==> src/rtl/univ_shift_reg_pkg.sv <==
// Shared definitions for the universal shift register: mode encoding, FSM states
// and the shift-amount saturation helper.
package univ_shift_pkg;

  localparam logic [2:0] MODE_HOLD = 3'b000;
  localparam logic [2:0] MODE_LOAD = 3'b001;
  localparam logic [2:0] MODE_SHL  = 3'b010;
  localparam logic [2:0] MODE_SHR  = 3'b011;
  localparam logic [2:0] MODE_ROL  = 3'b100;
  localparam logic [2:0] MODE_ROR  = 3'b101;
  localparam logic [2:0] MODE_ASR  = 3'b110;
  localparam logic [2:0] MODE_CLR  = 3'b111;

  typedef enum logic {
    IDLE = 1'b0,
    RUN  = 1'b1
  } state_e;

  // Rotates are deliberately not reduced modulo width; anything past width just clamps.
  function automatic int unsigned sat_amount(input int unsigned amt, input int unsigned width);
    return (amt > width) ? width : amt;
  endfunction

  function automatic logic is_step_mode(input logic [2:0] m);
    return (m >= MODE_SHL) && (m <= MODE_ASR);
  endfunction

endpackage

==> src/rtl/univ_shift_reg_step.sv <==
// Combinational single-bit step: next register value for one shift/rotate step.
module shift_step_unit
  import univ_shift_pkg::*;
#(
  parameter int WIDTH = 8
) (
  input  logic [WIDTH-1:0] q,
  input  logic [2:0]       mode,
  input  logic             sin_l,
  input  logic             sin_r,
  output logic [WIDTH-1:0] q_next
);

  // Select the one-bit step for the requested mode; non-step modes pass q through.
  always_comb begin
    q_next = q;
    case (mode)
      MODE_SHL: q_next = {q[WIDTH-2:0], sin_r};
      MODE_SHR: q_next = {sin_l, q[WIDTH-1:1]};
      MODE_ROL: q_next = {q[WIDTH-2:0], q[WIDTH-1]};
      MODE_ROR: q_next = {q[0], q[WIDTH-1:1]};
      MODE_ASR: q_next = {q[WIDTH-1], q[WIDTH-1:1]};
      default:  q_next = q;
    endcase
  end

endmodule

==> src/rtl/univ_shift_reg.sv <==
// Universal shift register: load/clear/hold in one cycle, multi-bit shifts and
// rotates one bit per clock under a start/busy/done handshake.
module univ_shift_reg
  import univ_shift_pkg::*;
#(
  parameter int WIDTH = 8,
  parameter int CNT_W = $clog2(WIDTH + 1)
) (
  input  logic             clk,
  input  logic             reset,
  input  logic             start,
  input  logic [2:0]       mode,
  input  logic [CNT_W-1:0] amount,
  input  logic [WIDTH-1:0] d,
  input  logic             sin_r,
  input  logic             sin_l,
  output logic [WIDTH-1:0] q,
  output logic             sout_l,
  output logic             sout_r,
  output logic             busy,
  output logic             done
);

  state_e           state_q, state_d;
  logic [WIDTH-1:0] q_q, q_d;
  logic [CNT_W-1:0] cnt_q, cnt_d;
  logic [2:0]       mode_q, mode_d;
  logic             done_q, done_d;

  logic [2:0]       step_mode_s;
  logic [WIDTH-1:0] step_next_s;
  logic [CNT_W-1:0] amt_sat_s;

  assign amt_sat_s   = CNT_W'(sat_amount(32'(amount), WIDTH));
  // The first step happens on the start edge, before mode_q has been loaded.
  assign step_mode_s = (state_q == IDLE) ? mode : mode_q;

  shift_step_unit #(.WIDTH(WIDTH)) u_step (
    .q      (q_q),
    .mode   (step_mode_s),
    .sin_l  (sin_l),
    .sin_r  (sin_r),
    .q_next (step_next_s)
  );

  // Next-state, datapath and done-pulse decisions.
  always_comb begin
    state_d = state_q;
    q_d     = q_q;
    cnt_d   = cnt_q;
    mode_d  = mode_q;
    done_d  = 1'b0;
    case (state_q)
      IDLE: begin
        if (start) begin
          done_d = 1'b1;
          if (mode == MODE_LOAD) begin
            q_d = d;
          end else if (mode == MODE_CLR) begin
            q_d = {WIDTH{1'b0}};
          end else if (is_step_mode(mode)) begin
            mode_d = mode;
            if (amt_sat_s != {CNT_W{1'b0}}) begin
              q_d = step_next_s;
              if (amt_sat_s != CNT_W'(1)) begin
                cnt_d   = amt_sat_s - CNT_W'(1);
                state_d = RUN;
                done_d  = 1'b0;
              end else begin
                cnt_d = {CNT_W{1'b0}};
              end
            end else begin
              q_d = q_q;
            end
          end else begin
            q_d = q_q;
          end
        end else begin
          done_d = 1'b0;
        end
      end
      RUN: begin
        q_d   = step_next_s;
        cnt_d = cnt_q - CNT_W'(1);
        if (cnt_q == CNT_W'(1)) begin
          state_d = IDLE;
          done_d  = 1'b1;
        end else begin
          state_d = RUN;
        end
      end
      default: begin
        state_d = IDLE;
      end
    endcase
  end

  // State registers; reset aborts any operation without a done pulse.
  always_ff @(posedge clk or negedge reset) begin
    if (!reset) begin
      state_q <= IDLE;
      q_q     <= {WIDTH{1'b0}};
      cnt_q   <= {CNT_W{1'b0}};
      mode_q  <= MODE_HOLD;
      done_q  <= 1'b0;
    end else begin
      state_q <= state_d;
      q_q     <= q_d;
      cnt_q   <= cnt_d;
      mode_q  <= mode_d;
      done_q  <= done_d;
    end
  end

  assign q      = q_q;
  assign sout_l = q_q[WIDTH-1];
  assign sout_r = q_q[0];
  assign busy   = (state_q == RUN);
  assign done   = done_q;

endmodule

==> config.mk <==
export PLATFORM = sky130hd
export DESIGN_NAME = univ_shift_reg
export DESIGN_NICKNAME = d
export VERILOG_FILES = /design/src/rtl/univ_shift_reg_pkg.sv /design/src/rtl/univ_shift_reg_step.sv /design/src/rtl/univ_shift_reg.sv
export SDC_FILE = /design/constraint.sdc
export NUM_CORES = 1
export LEC_CHECK = 0
export BUFFER_PORTS_ARGS = -buffer_cell sky130_fd_sc_hd__buf_2
export CAP_MARGIN = 10
export CORE_ASPECT_RATIO = 0.9
export CORE_MARGIN = 2
export CORE_UTILIZATION = 35
export CTS_CLUSTER_DIAMETER = 200
export CTS_CLUSTER_SIZE = 40
export DETAILED_ROUTE_END_ITERATION = 10
export SLEW_MARGIN = 20
export SYNTH_ARGS = -nofsm -noshare
export SYNTH_HDL_FRONTEND = slang
export SYNTH_HIERARCHICAL = 1
export SYNTH_SLANG_ARGS = --single-unit
==> constraint.sdc <==
create_clock -name clk -period 4.9 [get_ports clk]
set_input_delay 0.735 -clock clk [delete_from_list [all_inputs] [get_ports clk]]
set_output_delay 0.735 -clock clk [all_outputs]
set_load 0.01 [all_outputs]
==> flow_summary.json <==
{
  "outcome": "completed",
  "synthToLayoutAreaGrowth_pct": 11.0,
  "post_cts_resized": 0,
  "nets": 220,
  "synth_edf_count": 0,
  "ys_seq_area_frac": 0.276,
  "drive_gt1_frac": 0.258,
  "cts_hold_buf": 0,
  "max_slew.worst_pin.slew_ns": 0.690,
  "synth_nets": 198,
  "syn_avg_cell_area_um2": 8.90,
  "first_pass_iters": 4,
  "core_um2": 4160,
  "period_share": 0.564,
  "synth_ff_type": "dfrtp_1",
  "hpwl_um": 2590,
  "port_buffers": 31,
  "post_cts_buffers": 0,
  "slew-limit-headroom": 0.539,
  "finalSetupViolations": 0,
  "cpLargestDelayFamily": "simple AND/OR/NAND/NOR gates",
  "hold_viol_final": 0,
  "final.fill_count": 428,
  "clkLatencyLatePin_ns": 0.26,
  "die-height_um": 66.9,
  "cp_num_buf_inv": 1,
  "fmax_mhz": 362,
  "cts.reportedPaths.clkPinSlew_ns": 0.07,
  "start_kind": "register",
  "grt_max_degree": 19,
  "critical_path_class": "reg2reg",
  "ir_worst_vdd_v": 0.000280,
  "antenna_cells": 0,
  "fp-row-count": 22,
  "ant_nets": 0,
  "ys_types": 44,
  "finalSetupTns_ns": 0,
  "grt_overflow": 0,
  "grt_pass1_wl_um": 5750,
  "slowest_delay_ns": 0.68,
  "critPathMaxFanout": 18,
  "htreeDepth": 1,
  "grt_usage": 0.150,
  "cp_slowest_cell": "dfrtp_1",
  "cts.sinks": 17,
  "end_kind": "register",
  "fin_skew_ns": 0.00396,
  "start_util": 0.371,
  "initialDrtViolationCount": 115,
  "postSynthCellCount": 173,
  "die_area_um2": 4950,
  "max_cap_viol_count": 0,
  "vias_per_cell": 5.22,
  "rsz0062_at_grt": "no",
  "dp_slack_ns": 2.09,
  "fin_crit_ns": 2.77,
  "ctsRootBufferMaster": "clkbuf_8",
  "cts_made_buffers": 3,
  "synth_seq_cells": 17,
  "clock_path_buffers": 2,
  "vias": 1327,
  "fin_ws_ns": 2.13,
  "hold_path_class": "in2async",
  "required_ns": 5.04,
  "power_density_nw_per_um2": 552,
  "yosys_warnings": 6,
  "drc": 0,
  "routed_wl_um": 3500,
  "wl_per_cell_um": 13.8,
  "async_reset_ff_frac": 1.00,
  "netlist_area_um2": 1540,
  "maxSlewViolCount": 0,
  "crit_arrival_ns": 2.91,
  "gp_congestion": 0.876,
  "grt_pass1_vias": 1129,
  "io_pins": 32,
  "die_w_um": 73.9,
  "tritoncts": "done",
  "crit_chain": "nand2b_1, nand2_1, inv_1, o21bai_1, a221o_1, o31ai_1, o21ai_0, mux2_2",
  "p_leak_uw": 0.000797,
  "antenna_found_initial": 0
}
-- cell usage after synthesis (3+ instances only) --
master	count	area, um^2
nand2_1	19	71.3
dfrtp_1	17	425
nor2_1	14	52.6
mux2i_1	12	120
o21ai_0	12	60.1
mux2_2	10	113
a21oi_1	9	45.0
inv_1	9	33.8
o31ai_1	8	60.1
a221o_1	5	50.1
ha_1	5	62.6
clkbuf_1	4	15.0
nand2b_1	4	25.0
nand3_1	4	20.0
buf_4	3	22.5
buf_6	3	33.8
nor2b_1	3	18.8
-- report_power, final --
part	switching (uW)	leakage, uW	total [uW]	internal (uW)
Sequential	79.6	0.000216	277	197
Combinational	294	0.000558	561	266
Clock	49.4	0.0000228	107	57.8
-- final cells by class --
class                           instances  area [um^2]  area share
Tap cell                               60         75.1      0.0439
Clock buffer                            4         45.0      0.0263
Multi-Input combinational cell        133          976       0.571
Sequential cell                        17          425       0.249
Timing Repair Buffer                   31          155      0.0907
Inverter                                9         33.8      0.0198
-- cells in the final DEF, fill, tap and decap left out, drive strengths merged --
master / n
a22o: 2
nand3b: 1
o21a: 2
nor3b: 2
o311ai: 3
nand2: 19
a2bb2oi: 1
xor2: 1
mux2i: 12
o2111a: 1
nand2b: 4
or3b: 1
a21oi: 9
o22a: 1
o2111ai: 1
and2: 1
o21ai: 12
o21bai: 2
a311o: 1
a211o: 2
nor4: 1
inv: 9
o22ai: 1
buf: 31
ha: 5
dfrtp: 17
clkbuf: 4
and4bb: 1
nor2: 15
a221o: 5
nand3: 4
o31ai: 8
nor3: 1
nor2b: 3
xnor2: 1
mux2: 10
-- registers in the layout, summed over array words and instances (netlist names) --
register  cells
busy          1
done          1
q             8
cnt_q         4
mode_q        3
-- final timing paths --
| kind | slack [ns] | endpoint | start | depth (start not counted) |
|---|---|---|---|---|
| max in group asynchronous | 4.21 | done$_DFF_PN0_ | reset | 1 |
| min in group clk | 0.51 | mode_q[0]$_DFFE_PN0P_ | mode_q[0]$_DFFE_PN0P_ | 1 |
| min | 0.40 | q[3]$_DFFE_PN0P_ | reset | 1 |
| max reg2reg | 2.13 | q[1]$_DFFE_PN0P_ | busy$_DFF_PN0_ | 8 |
| min reg2reg | 0.51 | mode_q[0]$_DFFE_PN0P_ | mode_q[0]$_DFFE_PN0P_ | 1 |
| max | 2.13 | q[1]$_DFFE_PN0P_ | busy$_DFF_PN0_ | 8 |
-- kinds of logic (layout without fill, tap and decap cells) --
logic type,count (synthesis),in the layout,synth area share
XOR/XNOR,2,2,0.0236
buffers and inverters,23,44,0.0902
AND/OR/NAND/NOR,53,53,0.169
adder cells (fa/ha/maj),5,5,0.0406
multiplexers,22,22,0.151
AO/OA/AOI/OAI,51,51,0.249
flip-flops,17,17,0.276
-- layer usage --
layer	vias to the layer above	global-route usage	share of wire
met5	-	0	0
met4	0	0.0205	0.0060
met3	2	0.0272	0.039
met2	27	0.199	0.42
met1	628	0.249	0.53
li1	670	-	-
-- worst register-to-register path, cell delays in order (launching register included) --
cell and delay [ns]:
dfrtp_1 0.68, nand2b_1 0.36, nand2_1 0.43, inv_1 0.20, o21bai_1 0.15, a221o_1 0.33, o31ai_1 0.07, o21ai_0 0.15
mux2_2 0.29
-- through the flow --
stage | total power, uW | hold WS, ns | cell area [um^2] | utilization | cells
floorplan | 753 | 0.439 | 1540 | - | 173
global placement | 834 | 0.485 | 1670 | 0.401 | 250
detailed placement | 832 | 0.498 | 1670 | 0.401 | 250
CTS | 945 | 0.412 | 1710 | 0.411 | 254
global route | 1030 | 0.424 | 1710 | 0.411 | 254
finish | 945 | 0.398 | 1710 | 0.411 | 254
Note: power is estimated with default switching activity, not from simulation.
